<file path="src/rtl/prio_enc_deb.sv">
// Priority encoder for a bank of board switches.
// The switch vector is synchronised, then debounced, then encoded to the index of the winning
// set bit. The index, valid and change pulse are registered. Two hex 7-segment digits are
// decoded from the registered index.
module prio_enc_deb #(
   parameter int unsigned WIDTH      = 8,
   parameter int unsigned DEB_CYCLES = 16,
   localparam int unsigned IDXW      = $clog2(WIDTH)
) (
   input  logic            clk,
   input  logic            rst,
   input  logic [WIDTH-1:0] sw,
   input  logic            msb_first,
   input  logic            hold,
   output logic [IDXW-1:0] idx,
   output logic            valid,
   output logic            chg,
   output logic [7:0]      seg_lo,
   output logic [7:0]      seg_hi
);

   localparam int unsigned CNTW     = $clog2(DEB_CYCLES + 1);
   localparam logic [CNTW-1:0] CNT_LAST = CNTW'(DEB_CYCLES - 1);
   localparam int          W        = int'(WIDTH);

   logic [WIDTH-1:0] s1, s2;
   logic [WIDTH-1:0] cand;
   logic [WIDTH-1:0] stable;
   logic [CNTW-1:0]  cnt;
   logic [IDXW-1:0]  next_idx;
   logic             next_valid;
   logic [7:0]       idx_ext;

   // Active-low hex digit patterns, {dp,g,f,e,d,c,b,a}, decimal point off.
   function automatic logic [7:0] hex7(input logic [3:0] d);
      logic [7:0] s;
      unique case (d)
         4'h0: s = 8'hC0;
         4'h1: s = 8'hF9;
         4'h2: s = 8'hA4;
         4'h3: s = 8'hB0;
         4'h4: s = 8'h99;
         4'h5: s = 8'h92;
         4'h6: s = 8'h82;
         4'h7: s = 8'hF8;
         4'h8: s = 8'h80;
         4'h9: s = 8'h90;
         4'hA: s = 8'h88;
         4'hB: s = 8'h83;
         4'hC: s = 8'hC6;
         4'hD: s = 8'hA1;
         4'hE: s = 8'h86;
         default: s = 8'h8E;
      endcase
      return s;
   endfunction

   // Two-flop synchroniser for the asynchronous switch pins.
   always_ff @(posedge clk or negedge rst) begin
      if (!rst) begin
         s1 <= '0;
         s2 <= '0;
      end else begin
         s1 <= sw;
         s2 <= s1;
      end
   end

   // Debounce: a candidate must stay unchanged for DEB_CYCLES edges before it becomes stable.
   always_ff @(posedge clk or negedge rst) begin
      if (!rst) begin
         cand   <= '0;
         cnt    <= '0;
         stable <= '0;
      end else if (s2 != cand) begin
         cand <= s2;
         cnt  <= '0;
      end else if (cnt == CNT_LAST) begin
         stable <= cand;
      end else begin
         cnt <= cnt + 1'b1;
      end
   end

   // Encode: the last match in scan order wins, so scan upwards for MSB-first and
   // downwards for LSB-first.
   always_comb begin
      next_idx   = '0;
      next_valid = |stable;
      for (int i = 0; i < W; i++) begin
         if (msb_first) begin
            if (stable[i]) next_idx = IDXW'(i);
         end else begin
            if (stable[W-1-i]) next_idx = IDXW'(W - 1 - i);
         end
      end
   end

   // Output register; hold freezes idx/valid and suppresses the change pulse.
   always_ff @(posedge clk or negedge rst) begin
      if (!rst) begin
         idx   <= '0;
         valid <= 1'b0;
         chg   <= 1'b0;
      end else if (hold) begin
         chg <= 1'b0;
      end else begin
         idx   <= next_idx;
         valid <= next_valid;
         chg   <= ({next_valid, next_idx} != {valid, idx});
      end
   end

   // Segment decode from the registered index; both digits blank while not valid.
   always_comb begin
      idx_ext            = '0;
      idx_ext[IDXW-1:0]  = idx;
      seg_lo             = 8'hFF;
      seg_hi             = 8'hFF;
      if (valid) begin
         seg_lo = hex7(idx_ext[3:0]);
         seg_hi = hex7(idx_ext[7:4]);
      end
   end

endmodule

</file>
<file path="config.mk">
export PLATFORM = sky130hd
export DESIGN_NAME = prio_enc_deb
export DESIGN_NICKNAME = d
export VERILOG_FILES = /design/src/rtl/prio_enc_deb.sv
export SDC_FILE = /design/constraint.sdc
export NUM_CORES = 1
export LEC_CHECK = 0
export CORE_MARGIN = 2
export CORE_UTILIZATION = 30
export DETAILED_ROUTE_END_ITERATION = 12
export PLACE_DENSITY_LB_ADDON = 0.05
export RECOVER_POWER = 100
export SLEW_MARGIN = 15
export SYNTH_ARGS = -nofsm -noshare
export SYNTH_HDL_FRONTEND = slang
export SYNTH_SLANG_ARGS = --single-unit
</file>
<file path="constraint.sdc">
create_clock -name clk -period 1.8 [get_ports clk]
set_clock_uncertainty 0.15 [all_clocks]
set_input_delay 0.27 -clock clk [delete_from_list [all_inputs] [get_ports clk]]
set_output_delay 0.27 -clock clk [all_outputs]
set_load 0.1 [all_outputs]
</file>
==> results.toml <==
[outcome]
status = "finished, violations left"
violations = "negative setup slack"

[drt]
via_count = 1335
drtIter0Drc = 26
drc = 0
wl_per_cell_um = 11.76
wirelength_um = 3447
dr.pass1.iters = 4
antenna_left = 0
viasPerCell = 4.556

[synth]
yosys_warnings = 0
post_synth_num_cell_types = 41
netlist_top_cells_area = "dfrtp_1 55%, ha_1 4.6%, mux2_1 4.1%, xor2_1 4.1%, buf_4 3.2%"
avgSynthCellArea_um2 = 11.25
synth_area_um2 = 1902
synth_top_area_share_pct = 55.26
ys_seq_area_share_pct = 55.26
synth_area_leader_cell = "dfrtp_1"
synth_seq_cells = 42
netlist_instances = 169

[finish]
area_growth_pct = 52.76
diodes = 0
fin_util_pct = 46.55
drive_above_1_share_pct = 42.13
nets = 234

[flow_run]
maxCapViolations = 0

[worst_setup_path]
arrival_ns = 1.48
regToRegEndpoint = "stable[3]"
crit_type = "reg -> out"
cp.required_ns = 1.38
r2r-start = "s2[2]"
path_cells = "inv_6, ha_4, nand2b_4, nand3_4, buf_12"
reg2reg_depth = 5
r2r_setup_slack_ns = -0.02
cp-start-kind = "flip-flop"
cp_slowest_cell = "dfrtp_4"
max_stage_delay_ns = 0.51
crit_fanout = 3
end_kind = "output pin"

[floorplan]
die_x_um = 83.62
rows = 29
dieHeight_um = 83.62
core-area_um2 = 6241
io_pins = 33
initial_core_util_pct = 30.47
die-area_um2 = 6992

[place]
io_buffers = 29
hpwl_um = 2456
gp_congestion = 0.7551

[global_route]
antenna_found_initial = 0
grt_pass1_wl_um = 6203
grt_max_degree = 43
gr-usage-all-layers_pct = 10.93
grt_pass1_vias = 1347
grt_overflow = 0

[clocking]
cts_sinks = 42
insertion_delay_ns = 0.29
cts_root_buf = "clkbuf_8"
cts_inserted_buffers = 5
cts_max_level = 2
cts_tree = "yes"
cts_buffer_depth = 2
clkSlewWorstSetupHoldPaths_ns = 0.08

[timing]
worst_hold_slack_ns = 0.2029
finalSetupViolations = 15
rsz0062_at_grt = "yes"
drv_slew = 0
fin_crit_sh_pct = 105.5
max-slew-margin-rel_pct = 33.36
period_needed_ns = 1.899
fin_ws_ns = -0.09910
max_freq_mhz = 526.6
finalHoldViolations = 0
tns_ns = -0.5533
tightest_slew_ns = 0.9996

[hold_path]
hold_end = "s2[6]"
min_from = "s1[6]"
hold_path_depth = 0
hold_class = "reg -> reg"

[pwr]
p_leak_uw = 0.001303
powerDensity_nw_per_um2 = 799.6
vdd_drop_max_mv = 0.4956
[report_power, final]
part	switching (uW)	internal, uW
clock network	318	555
registers	20.4	977
logic	296	156
[worst max-delay path: cells and delay by family (launching register included)]
kind	cells	cell delay [ns]
buffers and inverters	2	0.26
and+or+nand+nor	2	0.22
DFF	1	0.51
adders and majority gates	1	0.19
[how the worst max path moves through the flow]
stage / startpoint / to / slack (ns) / cells past startpoint
floorplan: valid / seg_hi[1] / -0.40 / 3
global placement: cand[2] / stable[3] / -0.13 / 5
detailed placement: cand[2] / stable[3] / -0.14 / 5
CTS: idx[1] / seg_lo[4] / -0.11 / 6
global route: idx[0] / seg_lo[3] / -0.16 / 5
finish: idx[0] / seg_lo[3] / -0.1 / 5
[layout by cell type (no fill, tap or decap), drive strengths merged, types with 2 or more instances in the layout]
master and n:
o21ai 12, a21oi 4, inv 6, nor4 4, clkbuf 10, mux2 8, nor2b 3, xor2 9
a211oi 2, o211ai 3, buf 41, nand2 7, ha 7, nand3 4, clkdlybuf4s50 2, or4 2
xnor2 2, dfrtp 42, dlygate4sd3 9, nor2 12, and3 2, nor3 3, bufinv 2, nand2b 2
conb 3
[kinds of logic (layout without fill, tap and decap cells)]
logic type	after synthesis	after routing	synth area share, %
and+or+nand+nor	43	43	12.76
buffers and inverters	27	72	7.040
other	1	3	0.1972
xor gates and xnor gates	11	11	5.066
AOI/OAI and AO/OA	29	29	9.803
muxes	9	9	5.263
DFF	42	42	55.26
adders and majority gates	7	7	4.605
[cell usage after synthesis]
| library cell | number |
|---|---|
| dfrtp_1 | 42 |
| nor2_1 | 12 |
| o21ai_0 | 11 |
| clkbuf_1 | 10 |
| xor2_1 | 9 |
| buf_4 | 8 |
| ha_1 | 7 |
| inv_1 | 7 |
| mux2_1 | 7 |
| nand2_1 | 7 |
| a21oi_1 | 4 |
| nand3_1 | 3 |
| nor2b_1 | 3 |
| nor3_1 | 3 |
| o211ai_1 | 3 |
| a211oi_1 | 2 |
| and3_1 | 2 |
| buf_2 | 2 |
| nand2b_1 | 2 |
| nor4_1 | 2 |
| nor4_2 | 2 |
| xnor2_1 | 2 |
| a21boi_0 | 1 |
| a221o_1 | 1 |
| a311oi_1 | 1 |
| a31oi_1 | 1 |
| a32oi_1 | 1 |
| and2b_1 | 1 |
| and4b_1 | 1 |
| conb_1 | 1 |
| mux2_2 | 1 |
| mux2i_1 | 1 |
| nand3_2 | 1 |
| nor3b_1 | 1 |
| o211a_1 | 1 |
| o21a_1 | 1 |
| o21ai_1 | 1 |
| o21ba_1 | 1 |
| or2_2 | 1 |
| or4_1 | 1 |
| or4_4 | 1 |
[routing by layer]
| metal | vias up | wire length, um | GRT usage [%] |
|---|---|---|---|
| met5 | - | 0 | 0 |
| met4 | 0 | 70 | 4.692 |
| met3 | 6 | 175 | 3.165 |
| met2 | 35 | 1799 | 19.42 |
| met1 | 637 | 1403 | 12.13 |
| li1 | 657 | - | - |
[layout make-up]
class,instances,area [um2]
sequential,42,1066
tap,77,96.34
clock inverter,3,68.82
fill,583,3336
multi-input combinational,102,895.9
clock buffer,5,68.82
inverter,7,37.54
timing repair buffer,57,671.9
[flip-flops by register name (all words and copies together), names as in the netlist]
| signal | cells |
|---|---|
| cand | 8 |
| chg | 1 |
| cnt | 5 |
| idx | 3 |
| s1 | 8 |
| s2 | 8 |
| stable | 8 |
| valid | 1 |
[timing repair]
item,4_1_cts,5_1_grt
endpoints found under the hold margin,42,0
endpoints found under the setup margin,16,19
pin swaps,8,4
gates resized for setup,24,3
hold buffers,1,0
setup buffers,10,4
[through the flow]
| step | instances | setup slack (ns) | total power [uW] | cell area (um2) |
|---|---|---|---|---|
| floorplan | 171 | -0.4005 | 1323 | 2083 |
| global placement | 271 | -0.1268 | 1452 | 2571 |
| detailed placement | 271 | -0.1366 | 1455 | 2571 |
| CTS | 290 | -0.1073 | 2371 | 2908 |
| global route | 293 | -0.1579 | 2430 | 2905 |
| finish | 293 | -0.09910 | 2323 | 2905 |
Note: power is estimated with default switching activity, not from simulation.
